### config.mk
export PLATFORM = sky130hd
export DESIGN_NAME = execute_muldiv_ctrl_flat
export DESIGN_NICKNAME = d
export VERILOG_FILES = /design/src/rtl/execute_muldiv_ctrl_if.sv /design/src/rtl/execute_muldiv_ctrl.sv /design/src/flat_wrapper.sv
export SDC_FILE = /design/constraint.sdc
export NUM_CORES = 1
export LEC_CHECK = 0
export BUFFER_PORTS_ARGS = -buffer_cell sky130_fd_sc_hd__buf_4
export CELL_PAD_IN_SITES_DETAIL_PLACEMENT = 1
export CELL_PAD_IN_SITES_GLOBAL_PLACEMENT = 1
export CORE_MARGIN = 3
export CORE_UTILIZATION = 28
export CTS_CLUSTER_DIAMETER = 200
export DETAILED_ROUTE_END_ITERATION = 8
export GPL_TIMING_DRIVEN = 0
export PLACE_DENSITY = 0.53
export SKIP_LAST_GASP = 1
export SYNTH_ARGS = -nofsm -noshare
export SYNTH_HDL_FRONTEND = slang
export SYNTH_SLANG_ARGS = --single-unit
### constraint.sdc
create_clock -name clk -period 7.1 [get_ports clk]
set_input_delay 1.42 -clock clk [delete_from_list [all_inputs] [get_ports clk]]
set_output_delay 1.42 -clock clk [all_outputs]
set_load 0.05 [all_outputs]
### src/rtl/execute_muldiv_ctrl_if.sv
// Bundles the execute-stage signals exchanged with the multi-cycle mul/div unit.
// Ports (signals):
//   start_E, op_E[1:0], readData1_E, readData2_E, flush_E  pipeline -> unit
//   stall_E, busy, result_valid, muldivResult_E            unit -> pipeline
// Modports: master = pipeline/execute side, slave = mul/div sequencer.
interface execute_muldiv_ctrl_if #(
    parameter int unsigned WIDTH = 64
);
    logic             start_E;
    logic [1:0]       op_E;
    logic [WIDTH-1:0] readData1_E;
    logic [WIDTH-1:0] readData2_E;
    logic             flush_E;
    logic             stall_E;
    logic             busy;
    logic             result_valid;
    logic [WIDTH-1:0] muldivResult_E;

    modport master (
        output start_E, op_E, readData1_E, readData2_E, flush_E,
        input  stall_E, busy, result_valid, muldivResult_E
    );

    modport slave (
        input  start_E, op_E, readData1_E, readData2_E, flush_E,
        output stall_E, busy, result_valid, muldivResult_E
    );
endinterface

### src/rtl/execute_muldiv_ctrl.sv
// Multi-cycle MUL/UDIV/SDIV sequencer beside the LEGv8 execute stage.
// Latches operands on start, iterates one radix-2 step per cycle for WIDTH
// cycles, stalls the pipeline meanwhile and presents the result for one cycle.
// Ports:
//   clk    pipeline clock, rising edge
//   reset  asynchronous active-low reset
//   bus    execute_muldiv_ctrl_if.slave (start/op/operands/flush in;
//          stall/busy/result_valid/result out)
module execute_muldiv_ctrl #(
    parameter int unsigned WIDTH = 64
) (
    input  logic                  clk,
    input  logic                  reset,
    execute_muldiv_ctrl_if.slave  bus
);
    localparam int unsigned CNT_W = $clog2(WIDTH);

    typedef enum logic [1:0] {
        S_IDLE = 2'b00,
        S_BUSY = 2'b01,
        S_DONE = 2'b10
    } state_t;

    state_t             r_state;
    logic [CNT_W-1:0]   r_cnt;
    logic [WIDTH-1:0]   r_a;       // multiplicand (shifts left) / dividend->quotient
    logic [WIDTH-1:0]   r_b;       // multiplier (shifts right) / divisor magnitude
    logic [WIDTH-1:0]   r_acc;     // product accumulator / partial remainder
    logic               r_is_div;
    logic               r_neg;     // SDIV quotient needs negating
    logic [WIDTH-1:0]   r_result;

    state_t             w_state_nxt;
    logic [CNT_W-1:0]   w_cnt_nxt;
    logic [WIDTH-1:0]   w_a_nxt;
    logic [WIDTH-1:0]   w_b_nxt;
    logic [WIDTH-1:0]   w_acc_nxt;
    logic               w_is_div_nxt;
    logic               w_neg_nxt;
    logic [WIDTH-1:0]   w_result_nxt;

    logic               w_div_op;
    logic               w_sdiv_op;
    logic [WIDTH-1:0]   w_a_mag;
    logic [WIDTH-1:0]   w_b_mag;
    logic [WIDTH-1:0]   w_mul_acc;
    logic [WIDTH:0]     w_rem_sh;
    logic               w_rem_ge;
    logic [WIDTH-1:0]   w_rem_sub;
    logic [WIDTH-1:0]   w_div_rem;
    logic [WIDTH-1:0]   w_div_quo;
    logic [WIDTH-1:0]   w_quo_fix;
    logic               w_last;

    // Operation decode; 11 falls through to MUL.
    assign w_div_op  = (bus.op_E == 2'b01) || (bus.op_E == 2'b10);
    assign w_sdiv_op = (bus.op_E == 2'b10);

    // SDIV works on magnitudes; MIN_INT keeps its bit pattern, which is its
    // correct unsigned magnitude.
    assign w_a_mag = (w_sdiv_op && bus.readData1_E[WIDTH-1]) ?
                     (~bus.readData1_E + WIDTH'(1)) : bus.readData1_E;
    assign w_b_mag = (w_sdiv_op && bus.readData2_E[WIDTH-1]) ?
                     (~bus.readData2_E + WIDTH'(1)) : bus.readData2_E;

    // One shift-add multiply step.
    assign w_mul_acc = r_b[0] ? (r_acc + r_a) : r_acc;

    // One restoring-division step: bring in the next dividend bit MSB-first.
    assign w_rem_sh  = {r_acc, r_a[WIDTH-1]};
    assign w_rem_ge  = (w_rem_sh >= {1'b0, r_b});
    assign w_rem_sub = w_rem_sh[WIDTH-1:0] - r_b;
    assign w_div_rem = w_rem_ge ? w_rem_sub : w_rem_sh[WIDTH-1:0];
    assign w_div_quo = {r_a[WIDTH-2:0], w_rem_ge};
    assign w_quo_fix = r_neg ? (~w_div_quo + WIDTH'(1)) : w_div_quo;

    assign w_last = (r_cnt == CNT_W'(WIDTH - 1));

    // Next-state and datapath update.
    always_comb begin
        w_state_nxt  = r_state;
        w_cnt_nxt    = r_cnt;
        w_a_nxt      = r_a;
        w_b_nxt      = r_b;
        w_acc_nxt    = r_acc;
        w_is_div_nxt = r_is_div;
        w_neg_nxt    = r_neg;
        w_result_nxt = '0;

        case (r_state)
            S_IDLE: begin
                if (bus.start_E && !bus.flush_E) begin
                    w_is_div_nxt = w_div_op;
                    w_neg_nxt    = w_sdiv_op &&
                                   (bus.readData1_E[WIDTH-1] ^ bus.readData2_E[WIDTH-1]);
                    w_cnt_nxt    = '0;
                    w_acc_nxt    = '0;
                    w_a_nxt      = w_a_mag;
                    w_b_nxt      = w_b_mag;
                    // Divide by zero skips iteration and returns 0.
                    if (w_div_op && (bus.readData2_E == '0)) begin
                        w_state_nxt = S_DONE;
                    end else begin
                        w_state_nxt = S_BUSY;
                    end
                end
            end

            S_BUSY: begin
                if (bus.flush_E) begin
                    w_state_nxt = S_IDLE;
                    w_cnt_nxt   = '0;
                end else begin
                    if (r_is_div) begin
                        w_acc_nxt = w_div_rem;
                        w_a_nxt   = w_div_quo;
                    end else begin
                        w_acc_nxt = w_mul_acc;
                        w_a_nxt   = {r_a[WIDTH-2:0], 1'b0};
                        w_b_nxt   = {1'b0, r_b[WIDTH-1:1]};
                    end
                    if (w_last) begin
                        w_state_nxt  = S_DONE;
                        w_cnt_nxt    = '0;
                        w_result_nxt = r_is_div ? w_quo_fix : w_mul_acc;
                    end else begin
                        w_cnt_nxt = r_cnt + CNT_W'(1);
                    end
                end
            end

            S_DONE: begin
                w_state_nxt = S_IDLE;
                w_cnt_nxt   = '0;
            end

            default: begin
                w_state_nxt = S_IDLE;
                w_cnt_nxt   = '0;
            end
        endcase
    end

    // State and datapath registers.
    always_ff @(posedge clk or negedge reset) begin
        if (!reset) begin
            r_state  <= S_IDLE;
            r_cnt    <= '0;
            r_a      <= '0;
            r_b      <= '0;
            r_acc    <= '0;
            r_is_div <= 1'b0;
            r_neg    <= 1'b0;
            r_result <= '0;
        end else begin
            r_state  <= w_state_nxt;
            r_cnt    <= w_cnt_nxt;
            r_a      <= w_a_nxt;
            r_b      <= w_b_nxt;
            r_acc    <= w_acc_nxt;
            r_is_div <= w_is_div_nxt;
            r_neg    <= w_neg_nxt;
            r_result <= w_result_nxt;
        end
    end

    // Stall must hold the pipeline in the accept cycle, so it is combinational;
    // gated by reset so an asserted reset drives it low at once.
    assign bus.stall_E = reset &&
                         (((r_state == S_IDLE) && bus.start_E && !bus.flush_E) ||
                          (r_state == S_BUSY));
    assign bus.busy           = (r_state != S_IDLE);
    assign bus.result_valid   = (r_state == S_DONE) && !bus.flush_E;
    assign bus.muldivResult_E = r_result;
endmodule

### src/flat_wrapper.sv
// flat-port wrapper written by rule: the top's interface ports become plain ports
module execute_muldiv_ctrl_flat 
#(
    parameter int unsigned WIDTH = 64
)
  (clk, reset, bus_start_E, bus_op_E, bus_readData1_E, bus_readData2_E, bus_flush_E, bus_stall_E, bus_busy, bus_result_valid, bus_muldivResult_E);
  execute_muldiv_ctrl_if #(.WIDTH(WIDTH)) bus_i ();
  input  logic clk;
  input  logic reset;
  input wire logic [$bits(bus_i.start_E)-1:0] bus_start_E;
  input wire logic [$bits(bus_i.op_E)-1:0] bus_op_E;
  input wire logic [$bits(bus_i.readData1_E)-1:0] bus_readData1_E;
  input wire logic [$bits(bus_i.readData2_E)-1:0] bus_readData2_E;
  input wire logic [$bits(bus_i.flush_E)-1:0] bus_flush_E;
  output wire logic [$bits(bus_i.stall_E)-1:0] bus_stall_E;
  output wire logic [$bits(bus_i.busy)-1:0] bus_busy;
  output wire logic [$bits(bus_i.result_valid)-1:0] bus_result_valid;
  output wire logic [$bits(bus_i.muldivResult_E)-1:0] bus_muldivResult_E;
  assign bus_i.start_E = bus_start_E;
  assign bus_i.op_E = bus_op_E;
  assign bus_i.readData1_E = bus_readData1_E;
  assign bus_i.readData2_E = bus_readData2_E;
  assign bus_i.flush_E = bus_flush_E;
  assign bus_stall_E = bus_i.stall_E;
  assign bus_busy = bus_i.busy;
  assign bus_result_valid = bus_i.result_valid;
  assign bus_muldivResult_E = bus_i.muldivResult_E;
  execute_muldiv_ctrl #(.WIDTH(WIDTH)) u_core (.clk(clk), .reset(reset), .bus(bus_i));
endmodule
# Yosys cells after proc, flatten, opt, wreduce, memory -nomap -nowiden
# Index checks and enable logic that the tools add are counted.
[totals]
elab_cells = 78
output_inout_bits = 67
input_bits = 134
regBits = 266
[op_classes]
bitwise_logic = 4
add_sub_neg = 6
magnitude_cmp = 1
muxes = 30
eq_ne = 9
n_reduce_logical = 20
[op_table]
columns = ["op", "n"]
rows = [
  ["$mux W64", 17],
  ["$pmux W64 S2", 3],
  ["$add A64 B1 Y64 const B", 3],
  ["$not A64 Y64", 3],
  ["$ge A65 B64 Y1", 1],
  ["$add A64 B64 Y64", 1],
  ["$logic_not A64 Y1", 1],
  ["$sub A64 B64 Y64", 1],
  ["$mux W6", 3],
  ["$pmux W6 S2", 1],
  ["$logic_and A1 B1 Y1", 9],
  ["$mux W2", 4],
  ["$add A6 B1 Y6 const B", 1],
  ["$eq A6 B6 Y1 const B", 1],
  ["$eq A2 B1 Y1 const B", 2],
  ["$eq A2 B2 Y1 const B", 2],
  ["$ne A2 B2 Y1 const B", 2],
  ["$pmux W2 S2", 1],
  ["$reduce_and A2 Y1", 2],
  ["$reduce_and A4 Y1", 1],
  ["$reduce_bool A2 Y1", 2],
  ["$ne A3 B2 Y1 const B", 1],
  ["$reduce_and A3 Y1", 1],
  ["$logic_not A2 Y1", 1],
  ["5 further kinds", 6],
]

# Depth between registers and ports, before layout
# Gate-level depths: netlist (run 1).
[depth]
word_depth = 8
ltp_mapped = 24
ltp_nobuf = 20

# Worst setup path before layout (run 1)
# No wires, ideal clock.
[synth_path]
kind = "register -> register"
startpoint = "reg u_core.r_acc[9]"
endpoint = "reg u_core.r_result[62], in the netlist u_core.bus.muldivResult_E[62]"
setup_ps = 94
path_stages_with_launch = 24
t_arrival_ps = 5246
synth_period_minus_slack_ps = 5340
path_buffers = 4
slack_ps = 1760
cell_sequence = "dfrtp_1 -> ha_1 -> clkbuf_1 -> a21oi_1 -> o21ai_0 -> a311o_1 -> inv_1 -> o221ai_1 -> o21ai_0 -> a31oi_1 -> nor2_1 -> clkbuf_1 -> clkbuf_1 -> ha_1 -> nand2b_1 -> or2_4 -> or2_4 -> or3_4 -> or2_1 -> buf_2 -> or3_4 -> o31ai_2 -> xor2_1 -> a211oi_1"
[synth_via]
elab_chain_len = 8
[synth_rtl]
columns = ["element", "line", "text"]
rows = [
  ["start: declaration", "execute_muldiv_ctrl.sv:28", "logic [WIDTH-1:0] r_acc;"],
  ["start signal: assignment", "execute_muldiv_ctrl.sv:160", "r_acc <= w_acc_nxt;"],
  ["$ge A65 B64 Y1", "execute_muldiv_ctrl.sv:71", "assign w_rem_ge = (w_rem_sh >= {1'b0, r_b});"],
  ["$not A64 Y64", "execute_muldiv_ctrl.sv:75", "assign w_quo_fix = r_neg ? (~w_div_quo + WIDTH'(1)) : w_div_quo;"],
  ["$add A64 B1 Y64", "execute_muldiv_ctrl.sv:75", ""],
  ["$mux W64", "execute_muldiv_ctrl.sv:75", ""],
  ["$mux W64 (*)", "execute_muldiv_ctrl.sv:125", "w_result_nxt = r_is_div ? w_quo_fix : w_mul_acc;"],
  ["$mux W64 (*)", "execute_muldiv_ctrl.sv:122", "if (w_last) begin"],
  ["$mux W64 (*)", "execute_muldiv_ctrl.sv:110", "if (bus.flush_E) begin"],
  ["$mux W64 (*)", "execute_muldiv_ctrl.sv:90", "case (r_state)"],
  ["net u_core.w_result_nxt[62]", "execute_muldiv_ctrl.sv:40", "logic [WIDTH-1:0] w_result_nxt;"],
  ["end signal: assignment", "execute_muldiv_ctrl.sv:163", "r_result <= w_result_nxt;"],
  ["end: declaration", "execute_muldiv_ctrl.sv:31", "logic [WIDTH-1:0] r_result;"],
]
# The timed path passes the listed nets; every way through them passes the cells marked *.
# A chain may end at the register's enable or synchronous reset.

# Final worst setup path (run 1)
[layout_path]
startpoint = "reg u_core.r_acc[14]"
endpoint = "reg u_core.r_result[62], in the netlist u_core.bus.muldivResult_E[62]"
# Same word-level chain as after synthesis.

==> metrics.md, run 1 <==
| Metric | Value |
|---|---|
| CTS Buf Count | `38` |
| Highest-count cells in the layout ignoring fill and taps | `357 x nand2_1, 310 x o21ai_0, 308 x a21oi_1` |
| RSZ-0062 raised after global routing | `no` |
| Post-synth EDFFs | `0` |
| Wirelength per Cell | `27.69 µm` |
| Layout area overhead | `17.64%` |
| Post-synth ARST share | `100.0%` |
| Final Hold Fails | `0` |
| P_leak | `11.83 nW` |
| CTS tree | `done` |
| Hold_buf cts | `0` |
| GP Congestion | `0.8988` |
| Tot Pwr | `0.01276 W` |
| Layout cells sized above 1 | `8.462%` |
| Layout Skew | `0.03316 ns` |
| Final Critical Period | `6.807 ns` |
| WL met3 | `6.467 mm` |
| Post-CTS Setup Inserts | `0` |
| First-pass iteration count of the detailed router | `5` |
| Setup TNS | `0 ns` |
| Synth Cell Area | `24130 µm²` |
| Nets@finish | `3678` |
| Post_cts resized | `2` |
| Post-Syn Nets | `3436` |
| Clock transition at path regs | `0.06 ns` |
| Tightest Hold Check Type | `reg -> reg` |
| Port bufs | `200` |
| Root Driver | `clkbuf_16` |
| Largest net degree at the start of global routing | `96` |
| Vias in the first global route | `27210` |
| GRT Total Usage | `27.53%` |
| Met1 Routed Length | `57.03 mm` |
| Outcome | `finished, violations left` |
| Failing checks | `max-capacitance violations, max-slew violations` |
| First-pass GRT wire length | `184.8 mm` |
| Deepest clock path buffer count | `3` |
| Design Area, Final | `28390 µm²` |
| Die width | `299.6 µm` |
| Peak VDD IR | `197.9 µV` |
| Worst skew pair latency | `0.57 ns` |
| Synth Area per Inst | `7.617 µm²` |
| Max frequency | `146.9 MHz` |
| CTS Sinks | `266` |
| CP endpoint kind | `flip-flop` |
| Synth Register Bits | `266` |
| Post-synthesis cell count | `3168` |
| Antenna violations before repair | `9` |
| Critical Path RT | `7.48 ns` |
| Final number of setup-violating endpoints | `0` |
| GRT Residual Overflow | `0` |
| Initial DRC Count | `2002` |
| Initial Utilization | `28.30%` |
| Total number of vias | `26350` |
| Sequential cell area fraction in the yosys report | `27.58%` |
| CORE AREA | `85280 µm²` |
| WP data arrival | `7.18 ns` |
| Die area | `89750 µm²` |
| Io pins | `201` |
| Library cells used by synthesis | `75` |
| Slew @ Worst Pin | `1.615 ns` |
| MaxCap Viol Count | `1` |
| DP Wirelength | `104.5 mm` |
| Slew Viols, Final | `11` |
| Rows | `107` |
| Met2 wire len | `58.55 mm` |
| Via density | `5.748` |
| CTS H-tree depth | `2` |
| Kind of start point of the critical path | `flip-flop` |
| Final wirelength | `127.0 mm` |
| Power Dens Cells | `449.6 nW/µm²` |
| Top routing layer used | `met5` |
| Tcrit/Tclk final | `95.87%` |
| Commonest non-fill, non-tap cell in the layout | `nand2_1` |
| Die height | `299.6 µm` |
| Crit-path max FO | `19` |
| Critical path type | `reg -> reg` |
| Number of remaining DRC errors | `0` |
| Max-Slew Margin vs Limit | `-7.691%` |
| Post-DRT Antenna Nets | `0` |
| Leading register cell type out of synthesis | `dfrtp_1` |
| Yosys warnings | `0` |
| Placed Area | `27150 µm²` |
[per-layer routing]
layer | GRT usage, % | vias up
li1 | - | 12110
met1 | 37.74 | 13350
met2 | 45.24 | 734
met3 | 2.788 | 157
met4 | 9.296 | 2
met5 | 0 | -
[Yosys cell counts, drive strengths merged, types with 7 or more instances]
master | n | area, µm²
o41ai | 19 | 166.4
a221oi | 9 | 78.83
o221ai | 26 | 227.7
a21o | 59 | 442.9
nor2 | 235 | 882.1
xnor2 | 112 | 980.9
and3 | 35 | 219.0
inv | 113 | 424.2
or3 | 51 | 334.1
a32o | 15 | 150.1
or4 | 24 | 183.9
and4 | 8 | 70.07
nand2b | 24 | 150.1
nor3 | 52 | 260.3
dfrtp | 266 | 6656
nand4 | 38 | 237.7
nand2 | 357 | 1340
o21a | 21 | 157.7
ha | 132 | 1652
xor2 | 171 | 1498
a22o | 18 | 157.7
o22ai | 32 | 200.2
clkbuf | 183 | 686.9
o21bai | 30 | 225.2
o31ai | 60 | 460.4
nor2b | 28 | 175.2
or2 | 8 | 55.06
nand3 | 74 | 370.4
o21ai | 312 | 1561
and2 | 13 | 81.33
nor4 | 27 | 168.9
a31o | 7 | 61.31
a21oi | 308 | 1541
o211ai | 73 | 548.0
a31oi | 37 | 231.5
mux2i | 9 | 90.09
a211oi | 83 | 623.1
buf | 23 | 88.84
[critical path, cell delays in order, from the launching register on]
cell and delay (ns):
dfrtp_1 0.50, ha_1 0.34, clkbuf_1 0.24, a21oi_1 0.31
a21boi_0 0.13, a311o_1 0.32, inv_1 0.11, o221ai_1 0.24
o21ai_1 0.41, a31oi_2 0.21, buf_6 0.22, nor2_1 0.20
buf_4 0.36, ha_1 0.26, nand2b_1 0.23, or2_4 0.34
or2_4 0.30, or3_4 0.38, or2_1 0.22, buf_2 0.17
or3_4 0.41, o31ai_2 0.23, xor2_1 0.30, a211oi_1 0.15
[cell type report]
type / count / area, µm²
tap: 1144 / 1431
timing repair buffer: 203 / 1575
clock buffer: 60 / 1155
fill: 10370 / 56890
clock inverter: 9 / 82.58
inverter: 115 / 431.7
sequential: 266 / 6656
buffer: 205 / 777.0
antenna: 2 / 5.005
multi-input combinational: 2581 / 16270
[kinds of logic (layout without fill, tap and decap cells)]
family | Yosys count | after routing | share of synthesized area [%]
buffers and inverters | 321 | 592 | 5.003
muxes | 11 | 11 | 0.4666
adders and majority gates | 134 | 134 | 7.010
and+or+nand+nor | 982 | 982 | 19.04
other | 0 | 2 | 0
DFF | 266 | 266 | 27.58
AOI/OAI and AO/OA | 1171 | 1171 | 30.62
xor gates and xnor gates | 283 | 283 | 10.27
[final timing paths]
kind | start | end | slack [ns] | cells after the start
max | u_core.r_acc[14] | u_core.bus.muldivResult_E[62] | 0.29 | 23
min | u_core.r_cnt[2] | u_core.r_cnt[2] | 0.50 | 1
max reg2reg | u_core.r_acc[14] | u_core.bus.muldivResult_E[62] | 0.29 | 23
min reg2reg | u_core.r_cnt[2] | u_core.r_cnt[2] | 0.50 | 1
max in group asynchronous | reset | u_core.r_b[13] | 5.24 | 2
min in group asynchronous | reset | u_core.r_a[61] | 0.80 | 1
[power breakdown]
part,internal (W),switching [W],leakage (nW)
Combinational,0.00271,0.00544,7.78
Clock,0.00115,0.000783,0.605
Sequential,0.00190,0.000776,3.45
Total,0.00577,0.00700,11.8
[sequential cells by signal (all words and copies together), names as in the netlist]
name                       cells
u_core.r_b                    64
u_core.r_acc                  64
u_core.r_is_div                1
u_core.r_cnt                   6
u_core.r_a                    64
u_core.bus.muldivResult_E     64
u_core.r_neg                   1
u_core.r_state                 2
[through the flow]
stage                     instances  hold slack (ns)  worst slack (ns)  utilization [%]
after floorplan                3168           0.4598             1.760                -
after global placement         4512           0.4908            -1.187            31.74
after detailed placement       4515           0.5023           -0.8043            31.83
after CTS                      4583           0.5156            0.1518            33.28
after global routing           4583           0.5395           0.02143            33.28
final                          4585           0.5045            0.2933            33.29
No activity file was read; power rests on OpenSTA's default activity.
==> run 2, diff against run 1 <==
Settings changed: BUFFER_PORTS_ARGS -buffer_cell sky130_fd_sc_hd__buf_4 to not set, DONT_BUFFER_PORTS set to 1, PLACE_DENSITY 0.53 to 0.5.
==> metrics.md, run 2 (same netlist as run 1, synthesis figures left out) <==
| Metric | Value |
|---|---|
| Setup slack at placement | `-0.9584 ns (-0.1541 ns)` |
| Antenna violations before repair | `4 (-5)` |
| Tightest Hold Check Type | `reg -> reg` |
| Kind of start point of the critical path | `flip-flop` |
| Post-Place Cells | `4312 (-4.5%)` |
| Die height | `299.6 µm (unchanged)` |
| R2R Path Start | `u_core.r_acc[14]` |
| Number of fill cells | `10390 (+0.14%)` |
| Clock transition at path regs | `0.07 ns (about the same)` |
| Commonest non-fill, non-tap cell in the layout | `nand2_1` |
| Number of remaining DRC errors | `0 (unchanged)` |
| DP Wirelength | `102.7 mm (-1.7%)` |
| First-pass iteration count of the detailed router | `6 (+1)` |
| Final Critical Period | `6.756 ns (-0.05042 ns)` |
| P_leak | `10.82 nW (-8.5%)` |
| Worst path max stage delay | `0.52 ns (+0.02 ns)` |
| Peak VDD IR | `176.4 µV (-11%)` |
| WP data arrival | `7.15 ns (-0.03 ns)` |
| Post_cts resized | `3 (+1)` |
| Initial DRC Count | `2086 (+4.2%)` |
| CP max-delay cell | `dfrtp_1` |
| First-pass GRT wire length | `182.9 mm (-1.0%)` |
| Post-CTS Setup Inserts | `0 (unchanged)` |
| Final wirelength | `125.8 mm (-0.92%)` |
| Initial Utilization | `28.30% (unchanged)` |
| Critical path type | `reg -> reg` |
| Critical Path RT | `7.49 ns (about the same)` |
| Die width | `299.6 µm (unchanged)` |
| Layout Skew | `0.02924 ns (-0.003913 ns)` |
| CP endpoint kind | `flip-flop` |
| CP Launch Point | `u_core.r_acc[14]` |
| Layout cells sized above 1 | `2.908% (-5.6 points)` |
| Nets@finish | `3474 (-5.5%)` |
| CTS H-tree depth | `2 (unchanged)` |
| RSZ-0062 raised after global routing | `no` |
| Cell Chain, Critical Path | `ha_1, clkbuf_1, a21oi_1, a21boi_0, a311o_1, inv_1, o221ai_1, o21ai_2, a31oi_4, nor2_1, buf_4, ha_1, nand2b_1, or2_4, or2_4, or3_4, or2_1, buf_2, or3_4, o31ai_2, xor2_1, a211oi_1` |
| Die area | `89750 µm² (unchanged)` |
| CTS tree | `done` |
| Min-delay src | `u_core.r_b[55]` |
| Final worst slack | `0.3437 ns (+0.05042 ns)` |
| Deepest clock path buffer count | `3 (unchanged)` |
| Max-Slew Margin vs Limit | `2.385% (+10 points)` |
| Root Driver | `clkbuf_16` |
| Io pins | `201 (unchanged)` |
| MaxCap Viol Count | `0 (-1)` |
| Final number of setup-violating endpoints | `0 (unchanged)` |
| Final Non-Filler Cells | `4380 (-4.5%)` |
| Wirelength per Cell | `28.72 µm (+3.7%)` |
| Highest-count cells in the layout ignoring fill and taps | `357 x nand2_1, 310 x o21ai_0, 308 x a21oi_1` |
| GP Congestion | `0.9196 (+2.3%)` |
| Slew Viols, Final | `0 (-11)` |
| Max frequency | `148.0 MHz (+0.75%)` |
| Final Hold Fails | `0 (unchanged)` |
| Top cell family by delay on the critical path | `simple AND/OR/NAND/NOR gates` |
| Multi-input logic area | `16290 µm² (+0.11%)` |
| Rows | `107 (unchanged)` |
| Tcrit/Tclk final | `95.16% (-0.71 points)` |
| Post-DRT Antenna Nets | `0 (unchanged)` |
| Layout area overhead | `11.44%` |
| GRT Residual Overflow | `0 (unchanged)` |
| Power Dens Cells | `474.6 nW/µm² (+5.5%)` |
| CORE AREA | `85280 µm² (unchanged)` |
| Sequential cell area | `6656 µm² (unchanged)` |
| CTS Buf Count | `37 (-2.6%)` |
| Slew @ Worst Pin | `1.464 ns (-0.1511 ns)` |
| Largest net degree at the start of global routing | `268 (+180%)` |
| GRT Total Usage | `27.31% (-0.23 points)` |
| Total number of vias | `25650 (-2.7%)` |
| Outcome | `complete, no violations` |
| Worst skew pair latency | `0.58 ns (about the same)` |
| Crit-path max FO | `19 (unchanged)` |
| CTS Sinks | `266 (unchanged)` |
| Vias in the first global route | `26500 (-2.6%)` |
| CP Buf/Inv Count | `4 (-1)` |
| Via density | `5.856 (+1.9%)` |
| Port bufs | `0 (-100%)` |
| Hold_buf cts | `0 (unchanged)` |
## run 2: per-stage QoR
stage / hold WS [ns] / cell area [µm²] / util, % / power, W / TNS (ns)
final: 0.5134 / 26890 / 31.53 / 0.01276 / 0
after global routing: 0.5302 / 26880 / 31.52 / 0.01370 / 0
after CTS: 0.5233 / 26880 / 31.52 / 0.01277 / 0
after detailed placement: 0.5028 / 25580 / 29.99 / 0.01064 / -8.215
after global placement: 0.4899 / 25560 / 29.98 / 0.01055 / -15.20
after floorplan: 0.4598 / 24130 / - / 0.007679 / 0
## run 2: cell type report
cell class,instances,area share (%)
Antenna cell,3,0.02792
Buffer,205,2.889
Clock buffer,48,3.857
Clock inverter,18,0.9631
Inverter,115,1.605
Multi-Input combinational cell,2581,60.58
Sequential cell,266,24.75
Tap cell,1144,5.323
## run 2: final timing paths
path / to / slack (ns) / depth (start not counted)
worst min-delay path: u_core.r_b[54] / 0.51 / 2
worst max register to register: u_core.bus.muldivResult_E[62] / 0.34 / 22
min in group asynchronous: u_core.r_a[55] / 0.55 / 0
worst min register to register: u_core.r_b[54] / 0.51 / 2
max in group asynchronous: u_core.r_b[13] / 6.10 / 0
worst max-delay path: u_core.bus.muldivResult_E[62] / 0.34 / 22
## run 2: routing by layer
| metal | share of wire, % | up-vias | global-route usage, % |
|---|---|---|---|
| li1 | - | 11730 | - |
| met3 | 4.7 | 174 | 3.122 |
| met4 | 3.4 | 2 | 8.283 |
| met2 | 47 | 671 | 45.35 |
| met1 | 45 | 13070 | 37.15 |
| met5 | 0.0095 | - | 0 |
## run 2: worst reg2reg max path, cell delays in order, from the launching register on
cell and delay, ns:
dfrtp_1 0.52, ha_1 0.35, clkbuf_1 0.22, a21oi_1 0.30, a21boi_0 0.14, a311o_1 0.34, inv_1 0.11, o221ai_1 0.30
o21ai_2 0.32, a31oi_4 0.28, nor2_1 0.32, buf_4 0.38, ha_1 0.29, nand2b_1 0.23, or2_4 0.35, or2_4 0.30
or3_4 0.38, or2_1 0.22, buf_2 0.17, or3_4 0.40, o31ai_2 0.22, xor2_1 0.30, a211oi_1 0.16
## run 2: power breakdown
| group | leakage, nW | switching, W | total (W) | internal [W] |
|---|---|---|---|---|
| clock | 0.633 | 0.000795 | 0.00204 | 0.00125 |
| combinational | 6.74 | 0.00537 | 0.00803 | 0.00266 |
| sequential | 3.45 | 0.000788 | 0.00269 | 0.00190 |
| total | 10.8 | 0.00695 | 0.0128 | 0.00581 |
==> run 3, diff against run 2 <==
Settings changed: PLACE_DENSITY 0.5 to 0.52.
Clock period 7.1 ns to 5.5 ns, I/O delays scaled along.
==> metrics.md, run 3 (same netlist as run 1, synthesis figures left out) <==
| Metric | Value |
|---|---|
| GRT Residual Overflow | `0 (unchanged)` |
| Port bufs | `0 (unchanged)` |
| R2R Path Start | `u_core.r_acc[61]` |
| FF-to-FF path depth | `18 (-18%)` |
| Total number of vias | `25580 (-0.27%)` |
| Highest-count cells in the layout ignoring fill and taps | `355 x nand2_1, 304 x o21ai_0, 296 x a21oi_1` |
| Via density | `5.843 (-0.22%)` |
| Post-DRT Antenna Nets | `0 (unchanged)` |
| Multi-input logic area | `16730 µm² (+2.7%)` |
| Final number of setup-violating endpoints | `0 (unchanged)` |
| Met2 wire len | `59.42 mm (+0.84%)` |
| Final Hold Fails | `0 (unchanged)` |
| Wirelength per Cell | `28.76 µm (+0.13%)` |
| Io pins | `201 (unchanged)` |
| Slew @ Worst Pin | `1.585 ns (+0.1206 ns)` |
| First-pass iteration count of the detailed router | `5 (-1)` |
| Initial Utilization | `28.30% (unchanged)` |
| Final Non-Filler Cells | `4378 (-0.046%)` |
| CTS Buf Count | `37 (unchanged)` |
| Antenna violations before repair | `4 (unchanged)` |
| Layout area overhead | `13.60%` |
| Sequential cell area | `6696 µm² (+0.60%)` |
| Tightest Hold Check Type | `in -> async` |
| Tcrit/Tclk final | `99.28% (+4.1 points)` |
| Clock transition at path regs | `0.07 ns (about the same)` |
| Setup TNS | `0 ns (unchanged)` |
| Layout Skew | `0.03128 ns (+0.002041 ns)` |
| Vias in the first global route | `26330 (-0.63%)` |
| Final Critical Period | `5.460 ns (-1.296 ns)` |
| Critical Path RT | `5.90 ns (-1.59 ns)` |
| Largest net degree at the start of global routing | `268 (unchanged)` |
| Initial DRC Count | `2034 (-2.5%)` |
| Die area | `89750 µm² (unchanged)` |
| GRT Total Usage | `27.30% (about the same)` |
| CORE AREA | `85280 µm² (unchanged)` |
| Peak VDD IR | `213.9 µV (+21%)` |
| Root Driver | `clkbuf_16` |
| Die height | `299.6 µm (unchanged)` |
| Deepest clock path buffer count | `3 (unchanged)` |
| Max frequency | `183.1 MHz (+24%)` |
| Power Dens Cells | `621.3 nW/µm² (+31%)` |
| First-pass GRT wire length | `182.3 mm (-0.32%)` |
| Number of remaining DRC errors | `0 (unchanged)` |
| WP data arrival | `5.86 ns (-1.29 ns)` |
| Critical path type | `reg -> reg` |
| R2R setup slack | `0.04 ns (-0.30 ns)` |
| Failing checks | `max-capacitance violations, max-slew violations` |
| Rows | `107 (unchanged)` |
| Final wirelength | `125.9 mm (about the same)` |
| Number of fill cells | `10380 (-0.048%)` |
| MaxCap Viol Count | `1 (+1)` |
| CP endpoint kind | `flip-flop` |
| Nets@finish | `3471 (-0.086%)` |
| Layout cells sized above 1 | `6.502% (+3.6 points)` |
| CTS H-tree depth | `2 (unchanged)` |
| Met1 Routed Length | `56.57 mm (-0.29%)` |
| Placed Area | `25580 µm² (unchanged)` |
| Die width | `299.6 µm (unchanged)` |
| GP Congestion | `0.9136 (-0.65%)` |
| Worst skew pair latency | `0.58 ns (about the same)` |
| Outcome | `finished, violations left` |
| DP Wirelength | `101.5 mm (-1.1%)` |
| Worst R2R End | `u_core.bus.muldivResult_E[62]` |
| RSZ-0062 raised after global routing | `yes` |
| Slew Viols, Final | `11 (+11)` |
| CTS tree | `done` |
| Design Area, Final | `27420 µm² (+1.9%)` |
| Crit-path max FO | `10 (-9)` |
| CTS Sinks | `266 (unchanged)` |
| P_leak | `10.86 nW (+0.31%)` |
| Post-Place Cells | `4312 (unchanged)` |
| Max-Slew Margin vs Limit | `-5.652% (-8.0 points)` |
| Hold_buf cts | `0 (unchanged)` |
| WL met3 | `5.479 mm (-6.3%)` |
| Top routing layer used | `met4` |
| Commonest non-fill, non-tap cell in the layout | `nand2_1` |
| Kind of start point of the critical path | `flip-flop` |
## run 3: worst max path at each step
stage | start | to | slack [ns] | cells past startpoint
after detailed placement | u_core.r_acc[14] | u_core.bus.muldivResult_E[62] | -2.54 | 23
after CTS | u_core.r_b[11] | u_core.bus.muldivResult_E[62] | 0.04 | 23
final | u_core.r_acc[61] | u_core.bus.muldivResult_E[62] | 0.04 | 18
after global placement | u_core.r_acc[14] | u_core.bus.muldivResult_E[62] | -2.68 | 23
after floorplan | u_core.r_acc[9] | u_core.bus.muldivResult_E[62] | 0.16 | 23
after global routing | u_core.r_acc[53] | u_core.bus.muldivResult_E[62] | -0.01 | 20
## run 3: repair_timing
action / in CTS / in global routing
resized for setup: 108 / 30
setup endpoints to repair: 118 / 16
pin swaps: 7 / 8
buffers inserted: 12 / 6
## run 3: metrics by stage
stage | setup slack (ns) | hold WS (ns) | utilization [%] | power [W]
3_5_place_dp | -2.544 | 0.5075 | 29.99 | 0.01374
3_3_place_gp | -2.676 | 0.4912 | 29.98 | 0.01360
2_1_floorplan | 0.1602 | 0.4598 | - | 0.009913
5_1_grt | -0.01306 | 0.2201 | 32.14 | 0.01821
6_report | 0.03955 | 0.2379 | 32.15 | 0.01703
4_1_cts | 0.03780 | 0.2128 | 31.96 | 0.01687
## run 3: final cells by class
class	count	area share, %
multi-input combinational	2581	61.04
sequential	266	24.43
tap	1144	5.221
clock buffer	51	3.861
buffer	184	2.652
inverter	115	1.575
clock inverter	15	0.6983
timing repair buffer	18	0.4929
antenna	4	0.03651
## run 3: critical path: stages, from the launching register on
cell and delay (ns):
dfrtp_1 0.53, ha_1 0.44, a21o_1 0.24, a211oi_2 0.60, nand2b_4 0.30, nor2_4 0.20
buf_8 0.14, clkbuf_16 0.17, ha_4 0.16, nand2b_4 0.09, or2_4 0.29, or2_4 0.30
or3_4 0.38, or2_1 0.21, buf_2 0.17, or3_4 0.42, o31ai_4 0.21, xor2_2 0.25
a211oi_2 0.12
## run 3: routing by layer
metal | up-vias | global-route usage (%)
met3 | 163 | 3.013
met1 | 13000 | 36.71
met4 | 0 | 9.028
met5 | - | 0
li1 | 11720 | -
met2 | 697 | 45.61
## run 3: power by group
part / internal (W) / switching, W
logic: 0.00382 / 0.00717
registers: 0.00248 / 0.00101
clock network: 0.00153 / 0.00102
